[src/rtl/pipe_depth_ctrl_if.sv]
// Config/status bundle between the register block,
// the depth sequencer and the pipe start FSM.
interface pipe_depth_ctrl_if;
  logic       CFG_WR;
  logic [8:0] CFG_DEPTH;
  logic       FORCE_RESTART;
  logic       CLR_ERR;
  logic       PIPE_RE;
  logic [8:0] PDEPTH;
  logic       RESTART;
  logic       CFG_ACK;
  logic       CFG_NAK;
  logic       BUSY;
  logic       READY;
  logic       DEPTH_ERR;
  logic       TIMEOUT_ERR;
  logic [7:0] RESTART_CNT;

  modport master (
    output CFG_WR, CFG_DEPTH, FORCE_RESTART,
    output CLR_ERR, PIPE_RE,
    input  PDEPTH, RESTART, CFG_ACK, CFG_NAK,
    input  BUSY, READY, DEPTH_ERR, TIMEOUT_ERR,
    input  RESTART_CNT
  );

  modport slave (
    input  CFG_WR, CFG_DEPTH, FORCE_RESTART,
    input  CLR_ERR, PIPE_RE,
    output PDEPTH, RESTART, CFG_ACK, CFG_NAK,
    output BUSY, READY, DEPTH_ERR, TIMEOUT_ERR,
    output RESTART_CNT
  );
endinterface

[src/rtl/pipe_depth_ctrl.sv]
// Pipeline depth sequencer: accepts depth writes,
// pulses RESTART and tracks pipe RE back to running.
module pipe_depth_ctrl #(
  parameter logic [8:0] DEFAULT_DEPTH = 9'd100,
  parameter logic [8:0] MIN_DEPTH     = 9'd4,
  parameter logic [8:0] MAX_DEPTH     = 9'd500,
  parameter logic [9:0] TIMEOUT       = 10'd1000
) (
  input  logic               CLK,
  input  logic               RST,
  pipe_depth_ctrl_if.slave   bus
);

  typedef enum logic [1:0] {
    ST_IDLE,
    ST_RESTART,
    ST_WAIT_DROP,
    ST_WAIT_RUN
  } state_t;

  state_t     r_state, w_state;
  logic [8:0] r_pdepth, w_pdepth;
  logic       r_restart, w_restart;
  logic       r_ack, w_ack;
  logic       r_nak, w_nak;
  logic       r_ready, w_ready;
  logic       r_derr, w_derr;
  logic       r_terr, w_terr;
  logic [7:0] r_cnt, w_cnt;
  logic [9:0] r_timer, w_timer;
  logic       r_pend, w_pend;
  logic       w_in_rng;
  logic       w_tmo;

  assign w_in_rng = (bus.CFG_DEPTH >= MIN_DEPTH) &&
                    (bus.CFG_DEPTH <= MAX_DEPTH);
  assign w_tmo    = (r_timer >= TIMEOUT - 10'd1);

  always_comb begin
    w_state   = r_state;
    w_pdepth  = r_pdepth;
    w_restart = 1'b0;
    w_ack     = 1'b0;
    w_nak     = 1'b0;
    w_ready   = r_ready;
    w_derr    = r_derr & ~bus.CLR_ERR;
    w_terr    = r_terr & ~bus.CLR_ERR;
    w_cnt     = r_cnt;
    w_timer   = r_timer;
    w_pend    = r_pend;
    if (r_state != ST_IDLE && bus.CFG_WR)
      w_nak = 1'b1;
    unique case (r_state)
      ST_IDLE: begin
        if (bus.CFG_WR && w_in_rng) begin
          w_pdepth = bus.CFG_DEPTH;
          w_ack    = 1'b1;
          w_ready  = 1'b0;
          w_state  = ST_RESTART;
        end else if (bus.CFG_WR) begin
          w_nak  = 1'b1;
          w_derr = 1'b1;
          if (bus.FORCE_RESTART) begin
            w_ready = 1'b0;
            w_state = ST_RESTART;
          end
        end else if (bus.FORCE_RESTART) begin
          w_ready = 1'b0;
          w_state = ST_RESTART;
        end else if (r_ready && !bus.PIPE_RE) begin
          w_ready = 1'b0;
          w_timer = '0;
          w_state = ST_WAIT_RUN;
        end
      end
      ST_RESTART: begin
        w_restart = 1'b1;
        w_timer   = '0;
        w_pend    = 1'b1;
        w_state   = ST_WAIT_DROP;
      end
      ST_WAIT_DROP: begin
        w_timer = (r_timer == 10'h3FF) ? r_timer
                                       : r_timer + 10'd1;
        if (!bus.PIPE_RE) begin
          w_state = ST_WAIT_RUN;
        end else if (w_tmo) begin
          w_terr  = 1'b1;
          w_ready = 1'b0;
          w_pend  = 1'b0;
          w_state = ST_IDLE;
        end
      end
      ST_WAIT_RUN: begin
        w_timer = (r_timer == 10'h3FF) ? r_timer
                                       : r_timer + 10'd1;
        if (bus.PIPE_RE) begin
          w_ready = 1'b1;
          w_pend  = 1'b0;
          // post-reset and RE-loss recoveries are not restarts
          if (r_pend && r_cnt != 8'hFF)
            w_cnt = r_cnt + 8'd1;
          w_state = ST_IDLE;
        end else if (w_tmo) begin
          w_terr  = 1'b1;
          w_ready = 1'b0;
          w_pend  = 1'b0;
          w_state = ST_IDLE;
        end
      end
      default: w_state = ST_IDLE;
    endcase
  end

  always_ff @(posedge CLK or posedge RST) begin
    if (RST) begin
      r_state   <= ST_WAIT_RUN;
      r_pdepth  <= DEFAULT_DEPTH;
      r_restart <= 1'b0;
      r_ack     <= 1'b0;
      r_nak     <= 1'b0;
      r_ready   <= 1'b0;
      r_derr    <= 1'b0;
      r_terr    <= 1'b0;
      r_cnt     <= '0;
      r_timer   <= '0;
      r_pend    <= 1'b0;
    end else begin
      r_state   <= w_state;
      r_pdepth  <= w_pdepth;
      r_restart <= w_restart;
      r_ack     <= w_ack;
      r_nak     <= w_nak;
      r_ready   <= w_ready;
      r_derr    <= w_derr;
      r_terr    <= w_terr;
      r_cnt     <= w_cnt;
      r_timer   <= w_timer;
      r_pend    <= w_pend;
    end
  end

  assign bus.PDEPTH      = r_pdepth;
  assign bus.RESTART     = r_restart;
  assign bus.CFG_ACK     = r_ack;
  assign bus.CFG_NAK     = r_nak;
  assign bus.BUSY        = (r_state != ST_IDLE);
  assign bus.READY       = r_ready;
  assign bus.DEPTH_ERR   = r_derr;
  assign bus.TIMEOUT_ERR = r_terr;
  assign bus.RESTART_CNT = r_cnt;

endmodule

[src/flat_wrapper.sv]
// flat-port wrapper written by rule: the top's interface ports become plain ports
module pipe_depth_ctrl_flat 
#(
  parameter logic [8:0] DEFAULT_DEPTH = 9'd100,
  parameter logic [8:0] MIN_DEPTH     = 9'd4,
  parameter logic [8:0] MAX_DEPTH     = 9'd500,
  parameter logic [9:0] TIMEOUT       = 10'd1000
)
  (CLK, RST, bus_CFG_WR, bus_CFG_DEPTH, bus_FORCE_RESTART, bus_CLR_ERR, bus_PIPE_RE, bus_PDEPTH, bus_RESTART, bus_CFG_ACK, bus_CFG_NAK, bus_BUSY, bus_READY, bus_DEPTH_ERR, bus_TIMEOUT_ERR, bus_RESTART_CNT);
  pipe_depth_ctrl_if bus_i ();
  input  logic CLK;
  input  logic RST;
  input wire logic [$bits(bus_i.CFG_WR)-1:0] bus_CFG_WR;
  input wire logic [$bits(bus_i.CFG_DEPTH)-1:0] bus_CFG_DEPTH;
  input wire logic [$bits(bus_i.FORCE_RESTART)-1:0] bus_FORCE_RESTART;
  input wire logic [$bits(bus_i.CLR_ERR)-1:0] bus_CLR_ERR;
  input wire logic [$bits(bus_i.PIPE_RE)-1:0] bus_PIPE_RE;
  output wire logic [$bits(bus_i.PDEPTH)-1:0] bus_PDEPTH;
  output wire logic [$bits(bus_i.RESTART)-1:0] bus_RESTART;
  output wire logic [$bits(bus_i.CFG_ACK)-1:0] bus_CFG_ACK;
  output wire logic [$bits(bus_i.CFG_NAK)-1:0] bus_CFG_NAK;
  output wire logic [$bits(bus_i.BUSY)-1:0] bus_BUSY;
  output wire logic [$bits(bus_i.READY)-1:0] bus_READY;
  output wire logic [$bits(bus_i.DEPTH_ERR)-1:0] bus_DEPTH_ERR;
  output wire logic [$bits(bus_i.TIMEOUT_ERR)-1:0] bus_TIMEOUT_ERR;
  output wire logic [$bits(bus_i.RESTART_CNT)-1:0] bus_RESTART_CNT;
  assign bus_i.CFG_WR = bus_CFG_WR;
  assign bus_i.CFG_DEPTH = bus_CFG_DEPTH;
  assign bus_i.FORCE_RESTART = bus_FORCE_RESTART;
  assign bus_i.CLR_ERR = bus_CLR_ERR;
  assign bus_i.PIPE_RE = bus_PIPE_RE;
  assign bus_PDEPTH = bus_i.PDEPTH;
  assign bus_RESTART = bus_i.RESTART;
  assign bus_CFG_ACK = bus_i.CFG_ACK;
  assign bus_CFG_NAK = bus_i.CFG_NAK;
  assign bus_BUSY = bus_i.BUSY;
  assign bus_READY = bus_i.READY;
  assign bus_DEPTH_ERR = bus_i.DEPTH_ERR;
  assign bus_TIMEOUT_ERR = bus_i.TIMEOUT_ERR;
  assign bus_RESTART_CNT = bus_i.RESTART_CNT;
  pipe_depth_ctrl #(.DEFAULT_DEPTH(DEFAULT_DEPTH), .MIN_DEPTH(MIN_DEPTH), .MAX_DEPTH(MAX_DEPTH), .TIMEOUT(TIMEOUT)) u_core (.CLK(CLK), .RST(RST), .bus(bus_i));
endmodule
[config.mk]
export PLATFORM = sky130hd
export DESIGN_NAME = pipe_depth_ctrl_flat
export DESIGN_NICKNAME = d
export VERILOG_FILES = /design/src/rtl/pipe_depth_ctrl_if.sv /design/src/rtl/pipe_depth_ctrl.sv /design/src/flat_wrapper.sv
export SDC_FILE = /design/constraint.sdc
export NUM_CORES = 1
export LEC_CHECK = 0
export CAP_MARGIN = 0
export CORE_MARGIN = 2
export CORE_UTILIZATION = 45
export CTS_CLUSTER_DIAMETER = 50
export CTS_CLUSTER_SIZE = 14
export DETAILED_ROUTE_END_ITERATION = 10
export GPL_TIMING_DRIVEN = 0
export PLACE_DENSITY = 0.75
export REMOVE_ABC_BUFFERS = 1
export SYNTH_ARGS = -nofsm -noshare
export SYNTH_HDL_FRONTEND = slang
export SYNTH_SLANG_ARGS = --single-unit
[constraint.sdc]
create_clock -name CLK -period 1.6 [get_ports CLK]
set_clock_uncertainty 0.15 [all_clocks]
set_input_delay 0.32 -clock CLK [delete_from_list [all_inputs] [get_ports CLK]]
set_output_delay 0.32 -clock CLK [all_outputs]
set_load 0.01 [all_outputs]
# After elaboration in Yosys (flattened, before gate mapping)
# Index checks and enable logic that the tools add are counted.
# W data, S select, Z words.
[word_totals] word_cells=91 inputBits=15 memories=0 reg_bits=36 latch_bits=0 rom_bits=0 mem_bits_rw=0
[op_classes] n_shift=0 bitwise=3 magnitude_cmp=3 n_mul=0 add_sub_neg=2 n_eq_ne=13 mux=42 reduce_logical=17 div_mod_pow=0
[op_table] cell="$mux W10" n=5
[op_table] cell="$pmux W10 S3" n=1
[op_table] cell="$mux W1" n=24
[op_table] cell="$mux W2" n=8
[op_table] cell="$add A10 B1 Y10 const B" n=1
[op_table] cell="$eq A10 B10 Y1 const B" n=1
[op_table] cell="$ge A10 B10 Y1 const B" n=1
[op_table] cell="$ne A2 B2 Y1 const B" n=5
[op_table] cell="$ge A9 B3 Y1 const B" n=1
[op_table] cell="$le A9 B9 Y1 const B" n=1
[op_table] cell="$add A8 B1 Y8 const B" n=1
[op_table] cell="$ne A8 B8 Y1 const B" n=1
[op_table] cell="$pmux W2 S4" n=1
[op_table] cell="$pmux W1 S3" n=2
[op_table] cell="$reduce_and A2 Y1" n=3
[op_table] cell="$reduce_bool A3 Y1" n=2
[op_table] cell="$logic_and A1 B1 Y1" n=5
[op_table] cell="$reduce_and A5 Y1" n=1
[op_table] cell="$eq A2 B2 Y1 const B" n=2
[op_table] cell="$ne A4 B2 Y1 const B" n=1
[op_table] cell="$ne A4 B3 Y1 const B" n=1
[op_table] cell="$reduce_and A4 Y1" n=1
[op_table] cell="$reduce_and A3 Y1" n=1
[op_table] cell="$and A1 B1 Y1" n=2
[op_table] cell="other kinds (8)" n=8

# Depth between registers and ports, before layout
# Gate-level depths: netlist of the first run.
[logic_depth] word_depth=7 depth_mapped=6

# Worst setup path before layout of the first run
# Ideal clock, no wire load.
[synth_path] kind="register to register" from="register u_core.r_timer[0]" to="register u_core.r_timer[7]" required_ns=1.324 path_stages_with_launch=7 setup_slack_ns=-0.121 arrival_time_ns=1.445 n_path_buf=1 path_cell_list="dfrtp_1 -> ha_1 -> and3_1 -> buf_2 -> nand4_2 -> o21ai_2 -> a221o_1"
[synth_between] elab_chain_cells=3 word_cells_on_any_way=6 classes_between="add/sub (1); eq/ne (2); mux (2); reduce/logical (1)"
[synth_lines] item="start, declared" line_no="pipe_depth_ctrl.sv:30" source="logic [9:0] r_timer, w_timer;"
[synth_lines] item="start signal, assigned" line_no="pipe_depth_ctrl.sv:138" source="r_timer <= w_timer;"
[synth_lines] item="$add A10 B1 Y10 / $eq A10 B10 Y1 (equally long branches)"
[synth_lines] item="$mux W10 / $ne A2 B2 Y1 (equally long branches)"
[synth_lines] item="$pmux W10 S3 / $reduce_and A5 Y1 (equally long branches)"
# Several ways; a longest one is shown, not always the timed one. The select of a mux whose other input is x is not followed.
# A chain may end at the register's enable or synchronous reset.

# Worst setup path in the final report of the first run
[layout_path] from="register u_core.r_state[1]" to="register u_core.r_timer[7]"
[layout_between] elab_chain_cells=4 word_cells_on_any_way=12 classes_between="eq/ne (8); mux (1); reduce/logical (3)"
[layout_lines] item="start, declared" line_no="pipe_depth_ctrl.sv:21" source="state_t r_state, w_state;"
[layout_lines] item="start signal, assigned" line_no="pipe_depth_ctrl.sv:129" source="r_state <= w_state;"
[layout_lines] item="$eq A2 B2 Y1" line_no="pipe_depth_ctrl.sv:53" source="unique case (r_state)"
[layout_lines] item="$reduce_or A2 Y1 (no line)"
[layout_lines] item="$ne A2 B2 Y1 (no line)"
[layout_lines] item="$reduce_and A5 Y1 (no line)"
# Several ways; a longest one is shown, not always the timed one.

==> results.toml, run 1 <==
[final_layout]
mostFrequentLayoutCells = "dfrtp_1, dlygate4sd2_1, buf_4"
diodes = 0
fill_cells = 279
syn2layout_area_growth_pct = 47.4
final_nets = 248
final_common_cell = "dfrtp_1"
drive_gt1_share_pct = 38.4

[power_and_ir_drop]
clock_power_share_pct = 15.8
p_int_mw = 2.68
power.total_mw = 4.25
p_leak_nw = 1.25
combPwrFrac_pct = 46.3
power_density_mw_per_mm2 = 1570
seqPwrFrac_pct = 37.9
netSwitchingFraction_pct = 37.0
p_sw_mw = 1.57
peakVddDrop_v = 0.000809

[route]
dr.pass1.iters = 4
drt-total-wl_um = 5110
drt_iter0_drc = 62
via_count = 1641
route.detailed.drc = 0
postRouteAntennaNets = 0
post_drt_wl_per_cell_um = 18.1
viasPerCell = 5.82

[flow_run]
max_cap_violations = 0

[sta]
hold_violations = 0
tightestPinTransition_ns = 0.785
slew_viol_final = 0
period_needed_ns = 1.71
fin_tns_setup_ns = -0.867
fmax_mhz = 585
period_share_pct = 107
slew_headroom_pct = 47.5
setup_ws_ns = -0.109
setup_violations = 19
rsz0062_at_grt = "yes"

[critical_path]
crit_required_ns = 1.68
end_kind = "flop"
cp_max_fo = 4
r2r_setup_slack_ns = -0.11
crit_type = "reg -> reg"
worstPathArrival_ns = 1.79
critPathLaunchType = "flop"

[global_route]
antenna_found_initial = 0
grt_overflow = 0
grt_max_degree = 37
grt_util_all_layers_pct = 20.8
grt_pass1_vias = 1546
grt_pass1_wl_um = 7190

[floorplan]
start_util_pct = 46.4
io_pins = 39
die_area_sq_mm = 0.00462
core_area_sq_mm = 0.00397
fp-row-count = 23
dieHeight_um = 68.0
die_width_um = 68.0

[synth]
ys_seq_area_share_pct = 49.3
synth_area_sq_mm = 0.00184
synth_cells = 165
synth_warnings = 0
synth_cell_type_count = 50
postSynthRegisterBits = 36
synth_edf_count = 0
async_reset_ff_share_pct = 100
ys_dominant_reg_cell = "dfrtp_1"
avgSynthCellArea_sq_um = 11.2

[min_path]
worst_hold_path_type = "in -> reg"

[clocking]
cts_tree = "done"
clockBufferDepth = 2
ctsHtreeMaxLevel = 2
cts.clk_slew.worst_paths_ns = 0.07
cts_hold_buffers = 0
cts_buffers = 5
cts_sinks = 36
clock_latency_ns = 0.30
root_buffer = "clkbuf_8"

[placed_design]
port_buffers = 38
gp_congestion = 0.808
dp.final_hpwl_um = 2850

[run_status]
status = "complete, but fails checks"
violations = "negative setup slack"
cells by family (layout without fill, tap and decap cells):
group           count (synthesis)  after routing  share of synthesized area, %
xor+xnor                        9              9                          4.28
flops                          36             36                          49.3
compound gates                 37             37                          17.5
buf+inv                        16             82                          3.87
simple gates                   54             55                          17.1
mux                            11             11                          6.59
fa+ha+maj                       2              2                          1.36
final timing paths:
| check | start | endpoint | cells after the start |
|---|---|---|---|
| max | u_core.r_state[1] | u_core.r_timer[7] | 5 |
| min | bus_CFG_DEPTH[1] | u_core.bus.PDEPTH[1] | 2 |
| max reg2reg | u_core.r_state[1] | u_core.r_timer[7] | 5 |
| min reg2reg | u_core.bus.RESTART_CNT[6] | u_core.bus.RESTART_CNT[6] | 1 |
| max in group asynchronous | RST | u_core.r_timer[4] | 2 |
| min in group asynchronous | RST | u_core.bus.PDEPTH[1] | 2 |
power by group through the flow:
stage | registers, mW | clock network, mW | logic (mW)
6_report | 1.61 | 0.674 | 1.97
5_1_grt | 1.65 | 0.735 | 2.13
4_1_cts | 1.57 | 0.693 | 1.69
2_1_floorplan | 1.68 | 0 | 0.710
3_3_place_gp | 1.63 | 0 | 1.36
3_5_place_dp | 1.66 | 0 | 1.41
synth_stat cells, drive strengths merged (4+ instances only):
master  count  share of area [%]
dfrtp      31                 42
nand2      14                2.9
inv        11                2.2
mux2        9                5.5
nand3       9                2.7
a21oi       8                2.2
nor2        7                1.6
and3        6                2.1
nand4       6                3.2
xnor2       6                2.9
dfstp       5                7.1
buf         4                1.4
nor3        4                1.1
o21ai       4                1.3
flip-flops by register name, indices dropped and copies added, names as in the netlist:
| signal | flops |
|---|---|
| u_core.bus.READY | 1 |
| u_core.bus.DEPTH_ERR | 1 |
| u_core.r_timer | 10 |
| u_core.bus.RESTART_CNT | 8 |
| u_core.bus.RESTART | 1 |
| u_core.r_state | 2 |
| u_core.bus.CFG_ACK | 1 |
| u_core.bus.CFG_NAK | 1 |
| u_core.bus.TIMEOUT_ERR | 1 |
| u_core.bus.PDEPTH | 9 |
| u_core.r_pend | 1 |
what timing repair did:
item | CTS | global route
setup endpoints to repair | 85 | 33
buffers inserted | 14 | 12
pin swaps | 14 | 19
cloned | 0 | 1
resized for setup | 58 | 34
critical path: stages (launching register included):
cell	delay (ns)
dfstp_4	0.64
buf_6	0.12
buf_4	0.14
inv_1	0.10
nor4_1	0.33
a221o_1	0.17
per-stage QoR:
step / hold WS, ns / cells / area [sq um] / util [%] / setup slack (ns)
floorplan: 0.261 / 160 / 1810 / - / -0.0810
global placement: 0.330 / 248 / 2250 / 56.8 / -0.509
detailed placement: 0.348 / 248 / 2250 / 56.8 / -0.546
CTS: 0.302 / 270 / 2510 / 63.1 / -0.166
global route: 0.176 / 282 / 2720 / 68.4 / -0.190
finish: 0.165 / 282 / 2720 / 68.4 / -0.109
layout make-up:
type                            count  area [sq um]  area share [%]
Clock buffer                        6          82.6            3.04
Tap cell                           50          62.6            2.30
Clock inverter                      2          10.0           0.369
Timing Repair Buffer               63           562            20.7
Multi-Input combinational cell    114          1030            38.1
Inverter                           11          45.0            1.66
Sequential cell                    36           918            33.8
per-layer routing:
layer | wire, um | part of all wire (%) | GRT usage [%]
met5 | 0 | 0 | 0
met4 | 100 | 2.0 | 9.25
met3 | 326 | 6.4 | 5.92
met2 | 2650 | 52 | 34.0
met1 | 2040 | 40 | 25.4
No activity file was read; power rests on OpenSTA's default activity.
==> run 2: changes to the inputs <==
--- a/config.mk
+++ b/config.mk
@@ -5,14 +5,17 @@
 export SDC_FILE = /design/constraint.sdc
 export NUM_CORES = 1
 export LEC_CHECK = 0
+export ABC_AREA = 0
 export CAP_MARGIN = 0
+export CELL_PAD_IN_SITES_DETAIL_PLACEMENT = 2
+export CELL_PAD_IN_SITES_GLOBAL_PLACEMENT = 2
 export CORE_MARGIN = 2
-export CORE_UTILIZATION = 45
+export CORE_UTILIZATION = 29
 export CTS_CLUSTER_DIAMETER = 50
 export CTS_CLUSTER_SIZE = 14
 export DETAILED_ROUTE_END_ITERATION = 10
 export GPL_TIMING_DRIVEN = 0
-export PLACE_DENSITY = 0.75
+export PLACE_DENSITY_LB_ADDON = 0.1
 export REMOVE_ABC_BUFFERS = 1
 export SYNTH_ARGS = -nofsm -noshare
 export SYNTH_HDL_FRONTEND = slang
==> results.toml, run 2 (synthesis results as in run 1) <==
[run_status]
status = "complete, but fails checks"
violations = "negative setup slack"

[flow_run]
max_cap_violations = 0

[sta]
slew_headroom_pct = 47.2
fmax_mhz = 590
period_share_pct = 106
setup_violations = 17
setup_ws_ns = -0.0951
period_needed_ns = 1.70
tightestPinTransition_ns = 0.790
rsz0062_at_grt = "yes"
slew_viol_final = 0
hold_violations = 0
hold_ws_ns = 0.129

[final_layout]
multiInputGateArea_sq_mm = 0.00105
largest-register = "u_core.r_timer"
finalNonFillerCells = 314
drive_gt1_share_pct = 43.5
final_nets = 253
largest_reg_flops = 10
mostFrequentLayoutCells = "dlygate4sd2_1, dfrtp_1, buf_4"
final_util_pct = 44.3
syn2layout_area_growth_pct = 50.1
diodes = 0
fill_cells = 656
seq_area_sq_um = 918

[critical_path]
crit_type = "reg -> reg"
critPathLaunchType = "flop"
worstPathArrival_ns = 1.72
crit_start = "u_core.r_state[1]"
reg2reg_from = "u_core.r_state[1]"
path_buf_inv = 3
end_kind = "flop"
critPathSlowestCell = "dfstp_4"
path_cells = "buf_8, and2_4, o2111ai_4, buf_4, buf_6, xnor2_1"
crit_required_ns = 1.62
critPathTopFamily = "flip-flops"
slowest_delay_ns = 0.65
cp_max_fo = 4

[route]
dr.pass1.iters = 4
route.detailed.drc = 0
viasPerCell = 5.08
post_drt_wl_per_cell_um = 18.8
via_count = 1595
drt_iter0_drc = 44
drt-total-wl_um = 5910
postRouteAntennaNets = 0

[clocking]
cts_tree = "done"
cts_sinks = 36
ctsHtreeMaxLevel = 2
clockBufferDepth = 2
cts_hold_buffers = 0
root_buffer = "clkbuf_8"
cts_buffers = 5
cts.clk_slew.worst_paths_ns = 0.08
clock_latency_ns = 0.29

[floorplan]
dieHeight_um = 83.7
core_area_sq_mm = 0.00624
fp-row-count = 29
die_width_um = 83.7
start_util_pct = 29.5
die_area_sq_mm = 0.00700
io_pins = 39

[placed_design]
dp_cells = 275
port_buffers = 38
pre_cts_slack_ns = -0.619
dp.final_hpwl_um = 3650
gp_congestion = 0.769

[global_route]
antenna_found_initial = 0
grt_max_degree = 37
grt_pass1_wl_um = 9890
grt_util_all_layers_pct = 17.6
grt_pass1_vias = 1864
grt_overflow = 0

[power_and_ir_drop]
peakVddDrop_v = 0.000628
p_leak_nw = 1.26
power_density_mw_per_mm2 = 1570

[min_path]
worst_hold_path_type = "in -> reg"
min_from = "bus_CFG_DEPTH[0]"
run 2: per-layer routing:
metal / part of all wire (%) / vias to the layer above / GRT usage, %
met2: 53 / 16 / 31.2
met5: 0 / - / 0
met3: 2.1 / 7 / 2.97
met1: 44 / 820 / 21.8
met4: 1.1 / 0 / 5.57
li1: - / 752 / -
run 2: repair_timing:
| action | in CTS | in global routing |
|---|---|---|
| endpoints found under the setup margin | 57 | 28 |
| pin swaps | 22 | 24 |
| setup buffers | 24 | 7 |
| gates cloned | 1 | 0 |
| gates resized for setup | 83 | 30 |
run 2: path summary, 6_finish.rpt:
| check | end | slack [ns] | depth (start not counted) |
|---|---|---|---|
| worst max-delay path | u_core.bus.RESTART_CNT[0] | -0.1 | 6 |
| worst min-delay path | u_core.bus.PDEPTH[0] | 0.13 | 2 |
| worst max register to register | u_core.bus.RESTART_CNT[0] | -0.1 | 6 |
| worst min register to register | u_core.bus.RESTART_CNT[6] | 0.34 | 1 |
| max in group asynchronous | u_core.r_timer[6] | 0.39 | 2 |
| min in group asynchronous | u_core.bus.CFG_ACK | 0.34 | 2 |
run 2: metrics by stage:
| step | area (sq um) | TNS, ns | power (mW) |
|---|---|---|---|
| after floorplan | 1810 | -0.366 | 2.39 |
| after global placement | 2290 | -33.86 | 3.05 |
| after detailed placement | 2290 | -16.57 | 3.14 |
| after CTS | 2700 | -0.629 | 4.21 |
| after global routing | 2760 | -1.85 | 4.64 |
| final | 2760 | -0.622 | 4.33 |
run 2: area by class of cell:
class	instances	share of cell area, %
Clock buffer	6	2.99
Clock inverter	2	0.362
Inverter	11	1.49
Multi-Input combinational cell	114	37.9
Sequential cell	36	33.2
Tap cell	77	3.49
Timing Repair Buffer	68	20.5
run 2: power breakdown:
group / internal, mW / switching (mW)
Sequential: 1.28 / 0.324
Clock: 0.344 / 0.335
Combinational: 1.08 / 0.970
